$ cat src/rtl/vga_raster_gen.sv
// rtl/vga_raster_gen.sv - free-running VGA raster scanner with sync, blanking and tick pulses
//
// Ports:
//   pixelClock    in   pixel clock, every flop rises on it
//   Reset         in   asynchronous active-high reset
//   xPosition     out  current column, 0..H_TOTAL-1
//   yPosition     out  current line, 0..V_TOTAL-1
//   displayEnable out  visible-area flag, lags the coordinates by PIPE_DELAY
//   hSync         out  horizontal sync at H_SYNC_POL when active, lags by PIPE_DELAY
//   vSync         out  vertical sync at V_SYNC_POL when active, lags by PIPE_DELAY
//   lineStart     out  one-cycle pulse while xPosition==0, never delayed
//   frameStart    out  one-cycle pulse while xPosition==0 and yPosition==0, never delayed
//
// Timing parameters must give H_TOTAL <= 2048 and V_TOTAL <= 1024 so the
// coordinates fit their 11/10-bit ports. PIPE_DELAY is 0..4.

module vga_raster_gen #(
  parameter int   H_VISIBLE  = 800,
  parameter int   H_FRONT    = 40,
  parameter int   H_SYNC     = 128,
  parameter int   H_BACK     = 88,
  parameter int   V_VISIBLE  = 600,
  parameter int   V_FRONT    = 1,
  parameter int   V_SYNC     = 4,
  parameter int   V_BACK     = 23,
  parameter logic H_SYNC_POL = 1'b1,
  parameter logic V_SYNC_POL = 1'b1,
  parameter int   PIPE_DELAY = 0
) (
  input  logic        pixelClock,
  input  logic        Reset,
  output logic [10:0] xPosition,
  output logic [9:0]  yPosition,
  output logic        displayEnable,
  output logic        hSync,
  output logic        vSync,
  output logic        lineStart,
  output logic        frameStart
);

  localparam int H_TOTAL = H_VISIBLE + H_FRONT + H_SYNC + H_BACK;
  localparam int V_TOTAL = V_VISIBLE + V_FRONT + V_SYNC + V_BACK;

  localparam logic [10:0] H_LAST       = 11'(H_TOTAL - 1);
  localparam logic [10:0] H_FRONT_AT   = 11'(H_VISIBLE);
  localparam logic [10:0] H_SYNC_AT    = 11'(H_VISIBLE + H_FRONT);
  localparam logic [10:0] H_BACK_AT    = 11'(H_VISIBLE + H_FRONT + H_SYNC);
  localparam logic [9:0]  V_LAST       = 10'(V_TOTAL - 1);
  localparam logic [9:0]  V_FRONT_AT   = 10'(V_VISIBLE);
  localparam logic [9:0]  V_SYNC_AT    = 10'(V_VISIBLE + V_FRONT);
  localparam logic [9:0]  V_BACK_AT    = 10'(V_VISIBLE + V_FRONT + V_SYNC);

  typedef enum logic [1:0] {
    PH_ACTIVE,
    PH_FRONT,
    PH_SYNC,
    PH_BACK
  } phase_t;

  // run is clear for the first edge after reset so the counters hold (0,0)
  // for one extra cycle while the aligned output registers load from (0,0).
  logic        run;
  logic [10:0] h_count;
  logic [10:0] h_next;
  logic [9:0]  v_count;
  logic [9:0]  v_next;
  phase_t      h_phase;
  phase_t      h_phase_n;
  phase_t      v_phase;
  phase_t      v_phase_n;

  // Stage 0 is aligned with the coordinates; stage PIPE_DELAY drives the pins.
  logic [PIPE_DELAY:0] de_pipe;
  logic [PIPE_DELAY:0] hs_pipe;
  logic [PIPE_DELAY:0] vs_pipe;

  always_comb begin
    h_next = h_count;
    v_next = v_count;
    if (run) begin
      if (h_count == H_LAST) begin
        h_next = '0;
        v_next = (v_count == V_LAST) ? '0 : v_count + 10'd1;
      end else begin
        h_next = h_count + 11'd1;
      end
    end
  end

  // Phase transitions are keyed on the next counter value so the registered
  // sync/enable outputs line up with the coordinates they describe. When a
  // counter does not move, its value already matches the held phase.
  always_comb begin
    h_phase_n = h_phase;
    if (h_next == '0)              h_phase_n = PH_ACTIVE;
    else if (h_next == H_FRONT_AT) h_phase_n = PH_FRONT;
    else if (h_next == H_SYNC_AT)  h_phase_n = PH_SYNC;
    else if (h_next == H_BACK_AT)  h_phase_n = PH_BACK;

    v_phase_n = v_phase;
    if (v_next == '0)              v_phase_n = PH_ACTIVE;
    else if (v_next == V_FRONT_AT) v_phase_n = PH_FRONT;
    else if (v_next == V_SYNC_AT)  v_phase_n = PH_SYNC;
    else if (v_next == V_BACK_AT)  v_phase_n = PH_BACK;
  end

  always_ff @(posedge pixelClock or posedge Reset) begin
    if (Reset) begin
      run     <= 1'b0;
      h_count <= '0;
      v_count <= '0;
      h_phase <= PH_ACTIVE;
      v_phase <= PH_ACTIVE;
      de_pipe <= '0;
      hs_pipe <= {(PIPE_DELAY + 1){~H_SYNC_POL}};
      vs_pipe <= {(PIPE_DELAY + 1){~V_SYNC_POL}};
    end else begin
      run        <= 1'b1;
      h_count    <= h_next;
      v_count    <= v_next;
      h_phase    <= h_phase_n;
      v_phase    <= v_phase_n;
      de_pipe[0] <= (h_phase_n == PH_ACTIVE) && (v_phase_n == PH_ACTIVE);
      hs_pipe[0] <= (h_phase_n == PH_SYNC) ? H_SYNC_POL : ~H_SYNC_POL;
      vs_pipe[0] <= (v_phase_n == PH_SYNC) ? V_SYNC_POL : ~V_SYNC_POL;
      for (int i = 1; i <= PIPE_DELAY; i++) begin
        de_pipe[i] <= de_pipe[i-1];
        hs_pipe[i] <= hs_pipe[i-1];
        vs_pipe[i] <= vs_pipe[i-1];
      end
    end
  end

  assign xPosition     = h_count;
  assign yPosition     = v_count;
  assign displayEnable = de_pipe[PIPE_DELAY];
  assign hSync         = hs_pipe[PIPE_DELAY];
  assign vSync         = vs_pipe[PIPE_DELAY];

  // Gating with run keeps the pulses to a single cycle despite the held (0,0).
  assign lineStart  = ~Reset & run & (h_count == '0);
  assign frameStart = lineStart & (v_count == '0);

endmodule
$ cat config.mk
export PLATFORM = sky130hd
export DESIGN_NAME = vga_raster_gen
export DESIGN_NICKNAME = d
export VERILOG_FILES = /design/src/rtl/vga_raster_gen.sv
export SDC_FILE = /design/constraint.sdc
export NUM_CORES = 1
export LEC_CHECK = 0
export CORE_ASPECT_RATIO = 1.25
export CORE_UTILIZATION = 34
export CTS_CLUSTER_DIAMETER = 100
export CTS_CLUSTER_SIZE = 20
export DETAILED_ROUTE_END_ITERATION = 7
export MAX_ROUTING_LAYER = met4
export PLACE_DENSITY = 0.5
export SYNTH_ARGS = -nofsm -noshare
export SYNTH_HDL_FRONTEND = slang
export SYNTH_SLANG_ARGS = --single-unit
$ cat constraint.sdc
create_clock -name pixelClock -period 4.15 [get_ports pixelClock]
set_input_delay 0.6225 -clock pixelClock [delete_from_list [all_inputs] [get_ports pixelClock]]
set_output_delay 0.6225 -clock pixelClock [all_outputs]
set_load 0.1 [all_outputs]
==> results.cfg, run 1 <==
[status]
status = completed

[global_route]
grt_pass1_wl_um = 8310
grt_pass1_vias = 1601
globalRoute.totalOverflow = 0
grt_usage_pct = 18.5
antenna_found_initial = 0
grt_max_degree = 30

[hold_path]
whs_path_depth = 2
worst_hold_path.endpoint = h_phase[1]$_DFF_PP0_
min_path_type = register to register
worstHoldStart = h_phase[1]$_DFF_PP0_

[floorplanning]
dieHeight_um = 86.7
die_w_um = 69.8
dieArea_um2 = 6050
start_util_pct = 35.6
num_rows = 30
design.core.area_um2 = 5480
ios = 28

[timing]
period_needed_ps = 3440
setup_viol_count_final = 0
finClkSkew_ps = 7.74
drv_slew = 0
fin_ws_ps = 710
fin_crit_sh_pct = 82.9
finalHoldViolations = 0
relSlewSlack_pct = 33.7
worst_pin_slew_ps = 991
max_clock_freq_mhz = 291
hold_slack_ps = 566
rsz0062_at_grt = false
tns_ps = 0

[route]
drtPass1Iterations = 4
drt-initial-drc-count = 111
top_layer_used = met4
vias = 1728
wl_met1_um = 2240
postRouteAntennaNets = 0
wl_met2_um = 2530
routedWlPerCell_um = 16.5
wl_met3_um = 194
viasPerCell = 5.54
drc_errors = 0
wirelength_um = 5150

[power]
swShare_pct = 45.8
p_comb_share_pct = 40.8
power_mw = 1.29
irDropWorstVdd_uv = 220
p_leak_nw = 1.01
clkPwrFrac_pct = 28.0
p_switching_uw = 590
pwr-share-seq_pct = 31.2
power.density_nw_per_um2 = 529
p_int_uw = 698

[cells_and_area]
nFillCells = 552
final_core_util_pct = 44.4
drive_above_1_share_pct = 11.3
seq_area_um2 = 726
final_area_um2 = 2430
n_antenna_cell = 0
area_growth_syn_to_layout_pct = 24.7
stdcell_count = 312
multi_input_area_um2 = 1150
fin_nets = 253

[worst_setup_path]
reg2reg_depth = 9
rrSetupSlack_ps = 710
rr_endpoint = displayEnable$_DFF_PP0_
worstSetupStartpointType = register
arrival_ps = 3630
crit_path_end_kind = register
path_max_fanout = 14
cp.required_ps = 4340
timing.rr.start = yPosition[0]$_DFF_PP0_
critical_path_class = register to register

[place]
place_inst = 304
port_buffers = 27
dpl.hpwl_um = 3670
pre_cts_ws_ps = 743
dpl-instance-area_um2 = 2300
place_congestion = 0.872

[cts]
clk_path_buf_depth = 2
clock_latency_ps = 290
clk_pin_slew_ps = 70
cts_tree = built
post_cts_buffers = 0
root_buffer = clkbuf_8
cts_resized = 0
cts.sinks = 29
hold_buffers = 0
htree_levels = 2
cts_buffers = 5

[synth]
synth_warnings = 0
synth_area_leaders = dfrtp_1, xnor2_1, nor2_1, a21oi_1, nand2_1
yosys-top-cells-count = dfrtp_1, nor2_1, nand2_1, a21oi_1, clkbuf_1
synth_top_area_share_pct = 37.2
synthFlopType = dfrtp_1
synth.net_count = 230
ys_ff_latch = 29
async_flop_share_pct = 100
yosysUniqueCellTypes = 53
synth_edf_count = 0
yosysSeqAreaShare_pct = 37.2
synth_most_common_cell = dfrtp_1
synth_area_per_cell_um2 = 8.71
synth.largest_area_cell = dfrtp_1
syn_inst = 224
synth_area_um2 = 1950

[run]
cap_viol_max_count = 0
==> worst max-delay path, stage by stage (launching register included) <==
cell and delay, ps:
dfrtp_1 590, ha_1 400, nand4_1 220, nor3_1 700
o211ai_1 160, a21o_1 250, or2_1 270, nor4b_2 380
a211oi_2 80, nor4b_2 280
==> power groups by stage <==
stage                     registers, mW  logic [mW]  clock network [mW]
after global routing              0.410       0.555               0.383
final                             0.402       0.526               0.361
after floorplan                   0.612       0.204                   0
after detailed placement          0.406       0.526                   0
after CTS                         0.400       0.527               0.368
after global placement            0.407       0.527                   0
==> flip-flops by register name, indices dropped and copies added (netlist names) <==
register and flops:
h_phase 2, vSync 1, displayEnable 1, v_phase 2
run 1, yPosition 10, hSync 1, xPosition 11
==> worst max path at each step <==
stage                                start                       to  slack (ps)  cells after the start
floorplan                            Reset               frameStart         120                      4
global placement    yPosition[0]$_DFF_PP0_  displayEnable$_DFF_PP0_         740                      9
detailed placement  yPosition[0]$_DFF_PP0_  displayEnable$_DFF_PP0_         740                      9
CTS                 yPosition[0]$_DFF_PP0_  displayEnable$_DFF_PP0_         730                      9
global route        yPosition[0]$_DFF_PP0_  displayEnable$_DFF_PP0_         440                      9
finish              yPosition[0]$_DFF_PP0_  displayEnable$_DFF_PP0_         710                      9
==> routing by layer <==
metal | GRT usage [%] | vias up
met5 | - | -
met4 | 8.55 | 0
met3 | 4.42 | 13
met2 | 30.2 | 39
met1 | 21.7 | 814
li1 | - | 862
==> placed cells by master (no fill, tap or decap), types with 3 or more instances in the layout <==
| master | netlist | final |
|---|---|---|
| nor4_1 | 4 | 3 |
| clkbuf_8 | 0 | 5 |
| xor2_1 | 4 | 4 |
| nor3_1 | 7 | 7 |
| nand2_1 | 16 | 16 |
| ha_1 | 4 | 4 |
| nand4_1 | 7 | 7 |
| a41oi_1 | 3 | 3 |
| nor2b_1 | 3 | 3 |
| o21ai_0 | 9 | 9 |
| and2_1 | 3 | 3 |
| nor2_1 | 20 | 20 |
| and4_1 | 3 | 3 |
| or3_1 | 5 | 5 |
| clkdlybuf4s50_1 | 0 | 25 |
| a21oi_1 | 12 | 12 |
| and3_1 | 5 | 5 |
| nand3_1 | 9 | 9 |
| inv_1 | 11 | 11 |
| xnor2_1 | 11 | 11 |
| nand2b_1 | 4 | 4 |
| dfrtp_1 | 29 | 29 |
==> kinds of logic (layout without fill, tap and decap cells) <==
family,after synthesis,count (layout),share of synthesized area [%]
AOI/OAI and AO/OA,47,47,16.5
xor gates and xnor gates,15,15,6.73
adders and majority gates,4,4,2.56
buffers and inverters,24,48,4.81
DFF,29,29,37.2
muxes,3,3,1.60
other,1,1,0.192
and+or+nand+nor,101,101,30.4
==> area by class of cell <==
type | count | share of cell area, %
Clock buffer | 5 | 2.83
Inverter | 11 | 1.70
Sequential cell | 29 | 29.8
Tap cell | 64 | 3.29
Multi-Input combinational cell | 171 | 47.2
Timing Repair Buffer | 29 | 12.5
Clock inverter | 3 | 2.67
(Power assumes the default switching activity.)
==> run 2: changes to the inputs <==
--- a/config.mk
+++ b/config.mk
@@ -11,7 +11,7 @@
 export CTS_CLUSTER_SIZE = 20
 export DETAILED_ROUTE_END_ITERATION = 7
 export MAX_ROUTING_LAYER = met4
-export PLACE_DENSITY = 0.5
+export PLACE_DENSITY = 0.52
 export SYNTH_ARGS = -nofsm -noshare
 export SYNTH_HDL_FRONTEND = slang
 export SYNTH_SLANG_ARGS = --single-unit
==> constraint.sdc (replaced) <==
create_clock -name pixelClock -period 3 [get_ports pixelClock]
set_input_delay 0.45 -clock pixelClock [delete_from_list [all_inputs] [get_ports pixelClock]]
set_output_delay 0.45 -clock pixelClock [all_outputs]
set_load 0.1 [all_outputs]
==> results.cfg, run 2 (same netlist as run 1, synthesis figures left out) <==
[route]
viasPerCell = 5.42
wirelength_um = 5230
routedWlPerCell_um = 15.5
drt-initial-drc-count = 98
drc_errors = 0
vias = 1826
postRouteAntennaNets = 0
drtPass1Iterations = 4

[cts]
cts.sinks = 29
root_buffer = clkbuf_8
cts_buffers = 5
hold_buffers = 0
clock_latency_ps = 280
htree_levels = 2
cts_tree = built
clk_pin_slew_ps = 60
clk_path_buf_depth = 2

[global_route]
grt_pass1_wl_um = 8810
grt_usage_pct = 19.2
grt_max_degree = 30
antenna_found_initial = 0
globalRoute.totalOverflow = 0
grt_pass1_vias = 1812

[cells_and_area]
fin_nets = 278
layout_commonest_cell = buf_4
drive_above_1_share_pct = 36.6
largest_reg_flops = 11
final_core_util_pct = 47.9
n_antenna_cell = 0
nFillCells = 562
final_area_um2 = 2630
area_growth_syn_to_layout_pct = 34.5
final_cell_mix = buf_4, nor2_1, nand2_1

[floorplanning]
die_w_um = 69.8
ios = 28
start_util_pct = 35.6
dieArea_um2 = 6050
dieHeight_um = 86.7
design.core.area_um2 = 5480
num_rows = 30

[place]
port_buffers = 27
place_congestion = 0.839
dpl.hpwl_um = 3940
pre_cts_ws_ps = 85.2
dpl-instance-area_um2 = 2470

[power]
irDropWorstVdd_uv = 311
p_leak_nw = 1.14
power.density_nw_per_um2 = 684
power_mw = 1.80

[worst_setup_path]
arrival_ps = 3000
critical_path_class = register to register
worstSetupStartpointType = register
reg2reg_depth = 7
cp.required_ps = 3180
path_max_fanout = 3
crit_path_end_kind = register

[timing]
setup_viol_count_final = 0
max_clock_freq_mhz = 355
fin_crit_sh_pct = 93.9
tns_ps = 0
period_needed_ps = 2820
finClkSkew_ps = 6.67
fin_ws_ps = 184
finalHoldViolations = 0
rsz0062_at_grt = false
drv_slew = 0

[hold_path]
whs_path_depth = 2
min_path_type = register to register

[run]
cap_viol_max_count = 0

[status]
status = completed
-- run 2: per-layer routing --
layer / wire [um] / share of wire, % / up-vias / GRT usage, %
li1: - / - / 908 / -
met1: 2180 / 42 / 875 / 20.9
met2: 2790 / 53 / 33 / 34.7
met3: 155 / 3.0 / 10 / 3.14
met4: 108 / 2.1 / 0 / 7.82
met5: 0 / 0 / - / -
-- run 2: timing repair --
item,in CTS,in global routing
endpoints found under the setup margin,0,1
resized for setup,0,4
buffers inserted,0,3
-- run 2: worst paths after layout --
kind,endpoint,startpoint,slack [ps]
max,displayEnable$_DFF_PP0_,xPosition[5]$_DFF_PP0_,180
min,vSync$_DFF_PP0_,v_phase[0]$_DFF_PP0_,540
max reg2reg,displayEnable$_DFF_PP0_,xPosition[5]$_DFF_PP0_,180
min reg2reg,vSync$_DFF_PP0_,v_phase[0]$_DFF_PP0_,540
max in group asynchronous,yPosition[1]$_DFF_PP0_,Reset,2020
min in group asynchronous,xPosition[0]$_DFF_PP0_,Reset,640
-- run 2: worst max-delay path, cell delays in order, from the launching register on --
cell and delay [ps]:
dfrtp_4 470, or4_4 580, nor4_1 360, o221ai_2 190
or4_1 590, nand2b_1 190, o21ai_0 100, nor4b_2 240
-- run 2: final cells by class --
| type | count | area (um2) | area share, % |
|---|---|---|---|
| Clock buffer | 7 | 86.3 | 3.29 |
| Clock inverter | 1 | 30.0 | 1.14 |
| Inverter | 11 | 45.0 | 1.72 |
| Multi-Input combinational cell | 171 | 1180 | 45.1 |
| Sequential cell | 29 | 762 | 29.0 |
| Tap cell | 64 | 80.1 | 3.05 |
| Timing Repair Buffer | 54 | 437 | 16.6 |
-- run 2: power by group --
| group | total [mW] | leakage, nW | internal, mW | switching, mW |
|---|---|---|---|---|
| Sequential | 0.552 | 0.361 | 0.463 | 0.0890 |
| Clock | 0.419 | 0.0585 | 0.270 | 0.148 |
| Combinational | 0.824 | 0.724 | 0.233 | 0.591 |
-- run 2: stage by stage --
step           std cells  hold slack (ps)
6_report             337              538
5_1_grt              337              564
4_1_cts              334              543
3_5_place_dp         326              542
3_3_place_gp         326              543
2_1_floorplan        224              364
